**src/rtl/crop_frame_ctrl_if.sv**
```systemverilog
// Start/done handshake with the crop+norm datapath plus the pixel-stream handshake it consumes.
// The controller (master) only observes the pixel stream; it never drives it.
interface crop_frame_ctrl_if;
    logic cn_ap_start;
    logic cn_ap_ready;
    logic cn_ap_done;
    logic pix_tvalid;
    logic pix_tready;

    modport master (
        output cn_ap_start,
        input  cn_ap_ready,
        input  cn_ap_done,
        input  pix_tvalid,
        input  pix_tready
    );

    modport slave (
        input  cn_ap_start,
        output cn_ap_ready,
        output cn_ap_done,
        output pix_tvalid,
        output pix_tready
    );
endinterface

```
**src/rtl/crop_frame_ctrl.sv**
```systemverilog
// Per-frame sequencer for the crop/normalize stage: shadowed crop coordinates committed at frame
// boundaries, ap_start/ap_done handshake, raster tracking, progress timeout and sticky errors.
module crop_frame_ctrl #(
    parameter int unsigned IN_ROWS        = 20,
    parameter int unsigned IN_COLS        = 20,
    parameter int unsigned OUT_ROWS       = 10,
    parameter int unsigned OUT_COLS       = 10,
    parameter int unsigned TIMEOUT_CYCLES = 4096
) (
    input  logic                       clk,
    input  logic                       reset,
    input  logic                       enable,
    input  logic                       seq_ap_idle,
    input  logic                       cfg_valid,
    input  logic [$clog2(IN_COLS)-1:0] cfg_x0,
    input  logic [$clog2(IN_ROWS)-1:0] cfg_y0,
    crop_frame_ctrl_if.master          cn,
    output logic [$clog2(IN_COLS)-1:0] crop_x0,
    output logic [$clog2(IN_ROWS)-1:0] crop_y0,
    output logic [$clog2(IN_COLS)-1:0] cnt_col,
    output logic [$clog2(IN_ROWS)-1:0] cnt_row,
    output logic                       busy,
    output logic [15:0]                frame_count,
    output logic                       err_timeout,
    output logic                       err_cfg,
    input  logic                       err_clr
);

    localparam int unsigned XW = $clog2(IN_COLS);
    localparam int unsigned YW = $clog2(IN_ROWS);
    localparam int unsigned TW = $clog2(TIMEOUT_CYCLES);

    localparam logic [XW-1:0] XMax    = XW'(IN_COLS - OUT_COLS);
    localparam logic [YW-1:0] YMax    = YW'(IN_ROWS - OUT_ROWS);
    localparam logic [XW-1:0] ColLast = XW'(IN_COLS - 1);
    localparam logic [YW-1:0] RowLast = YW'(IN_ROWS - 1);
    localparam logic [TW-1:0] TmoLast = TW'(TIMEOUT_CYCLES - 1);

    typedef enum logic [2:0] {
        StIdle,
        StLoad,
        StStart,
        StStream,
        StWaitDone
    } state_e;

    state_e        state_q, state_d;
    logic [XW-1:0] shadow_x_q, shadow_x_d;
    logic [YW-1:0] shadow_y_q, shadow_y_d;
    logic [XW-1:0] crop_x_q, crop_x_d;
    logic [YW-1:0] crop_y_q, crop_y_d;
    logic [XW-1:0] col_q, col_d;
    logic [YW-1:0] row_q, row_d;
    logic [TW-1:0] tmo_q, tmo_d;
    logic [15:0]   frame_cnt_q, frame_cnt_d;
    logic          err_tmo_q, err_tmo_d;
    logic          err_cfg_q, err_cfg_d;
    logic          start_q;
    logic          busy_q;
    logic          pix_hs;
    logic          can_start;

    assign pix_hs    = cn.pix_tvalid && cn.pix_tready;
    assign can_start = enable && seq_ap_idle;

    always_comb begin
        state_d     = state_q;
        shadow_x_d  = cfg_valid ? cfg_x0 : shadow_x_q;
        shadow_y_d  = cfg_valid ? cfg_y0 : shadow_y_q;
        crop_x_d    = crop_x_q;
        crop_y_d    = crop_y_q;
        col_d       = col_q;
        row_d       = row_q;
        // Timeout counter is zero outside STREAM/WAIT_DONE, so every state entry starts it afresh.
        tmo_d       = '0;
        frame_cnt_d = frame_cnt_q;
        err_tmo_d   = err_clr ? 1'b0 : err_tmo_q;
        err_cfg_d   = err_clr ? 1'b0 : err_cfg_q;

        case (state_q)
            StIdle: begin
                if (can_start) begin
                    state_d = StLoad;
                end
            end

            StLoad: begin
                // Commit reads the registered shadow, so a same-cycle cfg write lands next frame.
                if (shadow_x_q > XMax) begin
                    crop_x_d  = XMax;
                    err_cfg_d = 1'b1;
                end else begin
                    crop_x_d = shadow_x_q;
                end
                if (shadow_y_q > YMax) begin
                    crop_y_d  = YMax;
                    err_cfg_d = 1'b1;
                end else begin
                    crop_y_d = shadow_y_q;
                end
                col_d   = '0;
                row_d   = '0;
                state_d = StStart;
            end

            StStart: begin
                if (cn.cn_ap_ready) begin
                    state_d = StStream;
                end
            end

            StStream: begin
                if (pix_hs) begin
                    if (col_q == ColLast) begin
                        col_d = '0;
                        if (row_q == RowLast) begin
                            row_d   = '0;
                            state_d = StWaitDone;
                        end else begin
                            row_d = row_q + YW'(1);
                        end
                    end else begin
                        col_d = col_q + XW'(1);
                    end
                end else if (tmo_q == TmoLast) begin
                    err_tmo_d = 1'b1;
                    col_d     = '0;
                    row_d     = '0;
                    state_d   = StIdle;
                end else begin
                    tmo_d = tmo_q + TW'(1);
                end
            end

            StWaitDone: begin
                if (cn.cn_ap_done) begin
                    frame_cnt_d = frame_cnt_q + 16'd1;
                    state_d     = can_start ? StLoad : StIdle;
                end else if (tmo_q == TmoLast) begin
                    err_tmo_d = 1'b1;
                    col_d     = '0;
                    row_d     = '0;
                    state_d   = StIdle;
                end else begin
                    tmo_d = tmo_q + TW'(1);
                end
            end

            default: begin
                state_d = StIdle;
            end
        endcase
    end

    always_ff @(posedge clk) begin
        if (reset) begin
            state_q     <= StIdle;
            shadow_x_q  <= '0;
            shadow_y_q  <= '0;
            crop_x_q    <= '0;
            crop_y_q    <= '0;
            col_q       <= '0;
            row_q       <= '0;
            tmo_q       <= '0;
            frame_cnt_q <= '0;
            err_tmo_q   <= 1'b0;
            err_cfg_q   <= 1'b0;
            start_q     <= 1'b0;
            busy_q      <= 1'b0;
        end else begin
            state_q     <= state_d;
            shadow_x_q  <= shadow_x_d;
            shadow_y_q  <= shadow_y_d;
            crop_x_q    <= crop_x_d;
            crop_y_q    <= crop_y_d;
            col_q       <= col_d;
            row_q       <= row_d;
            tmo_q       <= tmo_d;
            frame_cnt_q <= frame_cnt_d;
            err_tmo_q   <= err_tmo_d;
            err_cfg_q   <= err_cfg_d;
            start_q     <= (state_d == StStart);
            // Lags the state by one cycle: busy falls the cycle after IDLE is entered.
            busy_q      <= (state_q != StIdle);
        end
    end

    assign cn.cn_ap_start = start_q;
    assign crop_x0        = crop_x_q;
    assign crop_y0        = crop_y_q;
    assign cnt_col        = col_q;
    assign cnt_row        = row_q;
    assign busy           = busy_q;
    assign frame_count    = frame_cnt_q;
    assign err_timeout    = err_tmo_q;
    assign err_cfg        = err_cfg_q;

endmodule

```
**src/flat_wrapper.sv**
```systemverilog
// flat-port wrapper written by rule: the top's interface ports become plain ports
module crop_frame_ctrl_flat 
#(
    parameter int unsigned IN_ROWS        = 20,
    parameter int unsigned IN_COLS        = 20,
    parameter int unsigned OUT_ROWS       = 10,
    parameter int unsigned OUT_COLS       = 10,
    parameter int unsigned TIMEOUT_CYCLES = 4096
)
  (clk, reset, enable, seq_ap_idle, cfg_valid, cfg_x0, cfg_y0, crop_x0, crop_y0, cnt_col, cnt_row, busy, frame_count, err_timeout, err_cfg, err_clr, cn_cn_ap_start, cn_cn_ap_ready, cn_cn_ap_done, cn_pix_tvalid, cn_pix_tready);
  crop_frame_ctrl_if cn_i ();
  input  logic clk;
  input  logic reset;
  input  logic enable;
  input  logic seq_ap_idle;
  input  logic cfg_valid;
  input  logic [$clog2(IN_COLS)-1:0] cfg_x0;
  input  logic [$clog2(IN_ROWS)-1:0] cfg_y0;
  output logic [$clog2(IN_COLS)-1:0] crop_x0;
  output logic [$clog2(IN_ROWS)-1:0] crop_y0;
  output logic [$clog2(IN_COLS)-1:0] cnt_col;
  output logic [$clog2(IN_ROWS)-1:0] cnt_row;
  output logic busy;
  output logic [15:0] frame_count;
  output logic err_timeout;
  output logic err_cfg;
  input  logic err_clr;
  output wire logic [$bits(cn_i.cn_ap_start)-1:0] cn_cn_ap_start;
  input wire logic [$bits(cn_i.cn_ap_ready)-1:0] cn_cn_ap_ready;
  input wire logic [$bits(cn_i.cn_ap_done)-1:0] cn_cn_ap_done;
  input wire logic [$bits(cn_i.pix_tvalid)-1:0] cn_pix_tvalid;
  input wire logic [$bits(cn_i.pix_tready)-1:0] cn_pix_tready;
  assign cn_cn_ap_start = cn_i.cn_ap_start;
  assign cn_i.cn_ap_ready = cn_cn_ap_ready;
  assign cn_i.cn_ap_done = cn_cn_ap_done;
  assign cn_i.pix_tvalid = cn_pix_tvalid;
  assign cn_i.pix_tready = cn_pix_tready;
  crop_frame_ctrl #(.IN_ROWS(IN_ROWS), .IN_COLS(IN_COLS), .OUT_ROWS(OUT_ROWS), .OUT_COLS(OUT_COLS), .TIMEOUT_CYCLES(TIMEOUT_CYCLES)) u_core (.clk(clk), .reset(reset), .enable(enable), .seq_ap_idle(seq_ap_idle), .cfg_valid(cfg_valid), .cfg_x0(cfg_x0), .cfg_y0(cfg_y0), .cn(cn_i), .crop_x0(crop_x0), .crop_y0(crop_y0), .cnt_col(cnt_col), .cnt_row(cnt_row), .busy(busy), .frame_count(frame_count), .err_timeout(err_timeout), .err_cfg(err_cfg), .err_clr(err_clr));
endmodule
```
**config.mk**
```make
export PLATFORM = sky130hd
export DESIGN_NAME = crop_frame_ctrl_flat
export DESIGN_NICKNAME = d
export VERILOG_FILES = /design/src/rtl/crop_frame_ctrl_if.sv /design/src/rtl/crop_frame_ctrl.sv /design/src/flat_wrapper.sv
export SDC_FILE = /design/constraint.sdc
export NUM_CORES = 1
export LEC_CHECK = 0
export BUFFER_PORTS_ARGS = -buffer_cell sky130_fd_sc_hd__buf_2
export CAP_MARGIN = 20
export CORE_ASPECT_RATIO = 1.5
export CORE_UTILIZATION = 49
export DETAILED_ROUTE_END_ITERATION = 8
export PLACE_DENSITY = 0.76
export SYNTH_ARGS = -nofsm -noshare
export SYNTH_HDL_FRONTEND = slang
export SYNTH_SLANG_ARGS = --single-unit
```
**constraint.sdc**
```tcl
create_clock -name clk -period 1.6 [get_ports clk]
set_input_delay 0.32 -clock clk [delete_from_list [all_inputs] [get_ports clk]]
set_output_delay 0.32 -clock clk [all_outputs]
set_load 0.005 [all_outputs]
```
Word level (Yosys, flattened, before mapping)
Index checks and enable logic that the tools add are counted.

word-level totals
  word-level logic and storage cells = 72
  bits of input ports = 20
  register bits after elaboration = 65
  output and inout bits = 40

cells by class
  equality and inequality tests = 10
  magnitude comparators = 2
  muxes and demuxes = 35
  reductions and logical operators = 8
  add/subtract/negate cells = 4

operator list
  cell                                                                             number
  5-bit 2-to-1 mux                                                                 11
  12-bit 2-to-1 mux                                                                3
  5-bit case mux with 3 select lines                                               2
  12-bit case mux with 2 select lines                                              1
  3-bit 2-to-1 mux                                                                 7
  16-bit by 1-bit adder with 16-bit output, second input constant                  1
  3-bit case mux with 5 select lines                                               1
  12-bit by 1-bit adder with 12-bit output, second input constant                  1
  12-bit == test, second input constant                                            1
  5-bit by 1-bit adder with 5-bit output, second input constant                    2
  5-bit == test, second input constant                                             2
  5-bit by 4-bit greater-than comparator with 1-bit output, second input constant  2
  3-bit by 2-bit == test with 1-bit output, second input constant                  3
  1-bit 2-to-1 mux                                                                 9
  3-bit nonzero test                                                               2
  2-bit AND reduction                                                              2
  3-bit by 1-bit == test with 1-bit output, second input constant                  1
  3-bit == test, second input constant                                             1
  3-bit zero test                                                                  1
  3-bit inequality test, second input constant                                     1
  3-bit AND reduction                                                              1
  1-bit logical AND                                                                2
  2-bit inequality test, second input constant                                     1
  1-bit case mux with 2 select lines                                               1

Logic depth before layout (Yosys ltp)
  depth in word-level cells = 6
  gate-level depth with buffers = 8
  mapped depth without buffers = 6

Worst setup path before layout
Ideal clock, no wire load.

  kind = register -> register
  from = register u_core.tmo_q[0]
  to = register u_core.start_q (netlist: u_core.cn.cn_ap_start)
  arrival = 1583 ps
  setup time = 115 ps
  path slack = -98 ps
  clock period less this slack = 1698 ps
  stages on the path, launching flop included = 7
  path through = dfxtp_1 ha_1 nand3_1 nor4_4 nor2_1 o311a_1 and2_1

on the way
  cells in the longest elaborated chain, start to end = 5
  elaborated cells on any way between the ends = 6
  those cells by class = 2 x eq/ne; 4 x mux

RTL lines
  element                                     RTL line                                        RTL
  from (decl)                                 crop_frame_ctrl.sv:54                           logic [TW-1:0] tmo_q, tmo_d;
  from (signal assigned)                      crop_frame_ctrl.sv:178                          tmo_q <= tmo_d;
  12-bit == test *                            crop_frame_ctrl.sv:125, crop_frame_ctrl.sv:139
  3-bit 2-to-1 mux *                          crop_frame_ctrl.sv:125, crop_frame_ctrl.sv:139
  3-bit 2-to-1 mux, on equally long branches  crop_frame_ctrl.sv:136, crop_frame_ctrl.sv:113
  3-bit case mux with 5 select lines *        crop_frame_ctrl.sv:80                           case (state_q)
  3-bit by 2-bit == test with 1-bit output *  crop_frame_ctrl.sv:182                          start_q <= (state_d == StStart);
  to (signal assigned)                        crop_frame_ctrl.sv:182
  to (decl)                                   crop_frame_ctrl.sv:58                           logic start_q;

Every way passes the cells marked *; elsewhere a longest branch is shown, timed or not.
A chain may end at the register's enable or synchronous reset.

Worst setup path in the final report
  from = register u_core.tmo_q[1]
  to = register u_core.row_q[4] (netlist: u_core.cnt_row[4])

on the way
  cells in the longest elaborated chain, start to end = 4
  elaborated cells on any way between the ends = 5
  those cells by class = 1 x eq/ne; 4 x mux

RTL lines
  element                                     RTL line                                        RTL
  12-bit == test *                            crop_frame_ctrl.sv:125, crop_frame_ctrl.sv:139
  5-bit 2-to-1 mux *                          -
  5-bit 2-to-1 mux, on equally long branches  -
  5-bit case mux with 3 select lines *        -
  to (signal assigned)                        crop_frame_ctrl.sv:177                          row_q <= row_d;
  to (decl)                                   crop_frame_ctrl.sv:53                           logic [YW-1:0] row_q, row_d;

Every way passes the cells marked *; elsewhere a longest branch is shown, timed or not. The select of a mux whose other input is x is not followed.

==> flow_summary.toml <==
[timing]
timing.fmax_mhz = 612
setup_ws_ps = -33.7
hold_ws_ps = 212
relSlewSlack = 0.775
setup_viol = 4
final.min_clock_period_ps = 1630
finalHoldViolCount = 0
rsz0062_at_grt = "true"
worst-slew-pin-transition_ps = 335
drv_slew = 0
min_period_over_period = 1.02
skew_ps = 8.63

[critical_path]
ff2ff_path_depth = 7
path_max_fanout = 7
critPathKind = "reg -> reg"
worstReg2RegStart = "u_core.tmo_q[1]"
cp-end-kind = "register"
cp-start-kind = "register"
r2r_setup_slack_ps = -30
arrival_ps = 1860
crit_start = "u_core.tmo_q[1]"
cp.required_ps = 1830

[logic_synthesis]
synthArstFlopShare = 0
synth_edf_count = 0
synthTopCellsByCount = "dfxtp_1 (65), nor2_1 (64), nand2_1 (24), nand3_1 (21), a21oi_1 (18)"
synthesis.area_um2 = 2840
yosys-top-cells-area = "dfxtp_1 (46%), nor2_1 (8.4%), xor2_1 (5.2%)"
yosysUniqueCellTypes = 48
yosys_warnings = 0
synth.most_common_cell = "dfxtp_1"
syn_nets = 349
synth-seq-cells = 65
syn_avg_cell_area_um2 = 8.75
yosysTopAreaCellShare = 0.458
ys_seq_area_frac = 0.458
syn_inst = 325
synth_flop_cell = "dfxtp_1"
synth_area_leader_cell = "dfxtp_1"

[drt]
drc = 0
wl_um = 6510
antenna_left = 0
via_per_inst = 5.23
drt_iter0_drc = 79
wl_per_cell_um = 13.2
dr.pass1.iters = 4
routed-via-count = 2585

[clock_tree]
clock_latency_ps = 340
cts_buffers = 9
clk_pin_slew_ps = 70
htree_levels = 3
clockBufferDepth = 2
cts_tree = "done"
clockRootBuffer = "clkbuf_8"
cts.sinks = 65
hold_buffers = 0

[power_and_ir_drop]
peakVddDrop_uv = 663
p_comb_frac = 0.063
sw_frac_of_total = 0.243
p_sw_mw = 0.787
leakage_nw = 1.62
p_int_mw = 2.46
power_density_nw_per_um2 = 862
pwr-share-seq = 0.516
power.clock.fraction = 0.421

[floorplan]
die_h_um = 95.3
core_area_um2 = 5530
io_pins = 60
rows = 33
die_x_um = 64.2
initial_core_util = 0.514
dieArea_um2 = 6120

[cells_and_area]
final_core_util = 0.680
areaGrowthSynthToFinish_pct = 32.3
antennaDiodeCount = 0
drive_gt1_frac = 0.333
nets = 443

[grt]
grt_pass1_vias = 2502
grt_usage = 0.219
antenna_found_initial = 0
grt_pass1_wl_um = 10400
grt_max_degree = 54
grt_overflow_total = 0

[run_status]
violations = "setup timing"
status = "finished with violations"

[min_path]
min_path_cells = 3
hold_path.startpoint = "cfg_y0[3]"
hold_class = "in -> reg"

[placed_design]
portBuffers = 59
dp_hpwl_um = 4560
place_congestion = 0.761

[flow_run]
maxCapViolCount = 0
-- worst paths after layout --
kind	to
worst min-delay path	u_core.shadow_y_q[3]
worst max-delay path	u_core.cnt_row[4]
worst max register to register	u_core.cnt_row[4]
worst min register to register	u_core.crop_y0[2]
-- logic make-up after synthesis --
logic type / Yosys count / synth area share
buffers and inverters: 19 / 0.0326
flip-flops: 65 / 0.458
adder cells (fa/ha/maj): 4 / 0.0176
XOR/XNOR: 24 / 0.0739
AND/OR/NAND/NOR: 153 / 0.275
AO/OA/AOI/OAI: 50 / 0.108
multiplexers: 10 / 0.0352
-- through the flow --
stage | cell area (um2) | cells | setup slack, ps | total power, mW | TNS [ps]
final | 3760 | 494 | -33.7 | 3.24 | -59.3
after global routing | 3760 | 494 | -145 | 3.38 | -1270
after CTS | 3660 | 492 | 11.3 | 3.26 | 0
after detailed placement | 3440 | 476 | -91.2 | 1.90 | -1070
after global placement | 3440 | 476 | -17.3 | 1.90 | -104
after floorplan | 2840 | 325 | 42.7 | 1.82 | 0
-- timing repair --
| item | CTS | global route |
|---|---|---|
| buffers inserted | 0 | 2 |
| hold endpoints to repair | 0 | 0 |
| gates resized for setup | 5 | 25 |
| pin swaps | 1 | 10 |
| setup endpoints to repair | 18 | 15 |
-- state kept, by name, indices dropped and copies added (netlist names), 3 cells and up --
| signal | count |
|---|---|
| u_core.frame_count | 16 |
| u_core.state_q | 3 |
| u_core.crop_x0 | 5 |
| u_core.crop_y0 | 5 |
| u_core.shadow_x_q | 5 |
| u_core.shadow_y_q | 5 |
| u_core.tmo_q | 12 |
| u_core.cnt_row | 5 |
| u_core.cnt_col | 5 |
-- power by group through the flow --
stage | clock network [mW] | logic [mW] | registers (mW)
global placement | 0 | 0.191 | 1.71
finish | 1.37 | 0.204 | 1.68
floorplan | 0 | 0.117 | 1.71
global route | 1.47 | 0.226 | 1.68
detailed placement | 0 | 0.194 | 1.71
CTS | 1.38 | 0.199 | 1.67
-- routing by layer --
layer	track usage	vias to the layer above	share of wire
li1	-	1317	-
met4	0.109	0	0.021
met2	0.418	49	0.53
met5	0	-	0
met3	0.0443	11	0.027
met1	0.221	1208	0.42
-- cell usage in the layout (no fill, tap or decap), types with 9 or more instances in the layout --
cell | Yosys | final
xor2_1 | 17 | 17
nand2_1 | 24 | 24
dfxtp_1 | 65 | 60
a21oi_1 | 18 | 17
buf_4 | 1 | 37
buf_2 | 2 | 59
mux2i_1 | 10 | 10
nand3_1 | 21 | 20
clkbuf_8 | 0 | 9
nor2_1 | 64 | 62
-- critical path: stages (launching register included) --
cell and delay (ps):
dfxtp_2 360, ha_4 160, nand3_4 90, nor4_4 380, o22ai_1 140, buf_4 200
o21ai_2 130, o31ai_1 80
-- layout make-up --
| type | instances | area [um2] |
|---|---|---|
| fillers | 477 | 1770 |
| multi-input cells | 241 | 1560 |
| flip-flops and latches | 65 | 1310 |
| repair buffers | 97 | 593 |
| clock buffers | 9 | 124 |
| well taps | 70 | 87.6 |
| clock inverters | 7 | 71.3 |
| inverters | 5 | 18.8 |
Power figures use the tool's default switching activity.
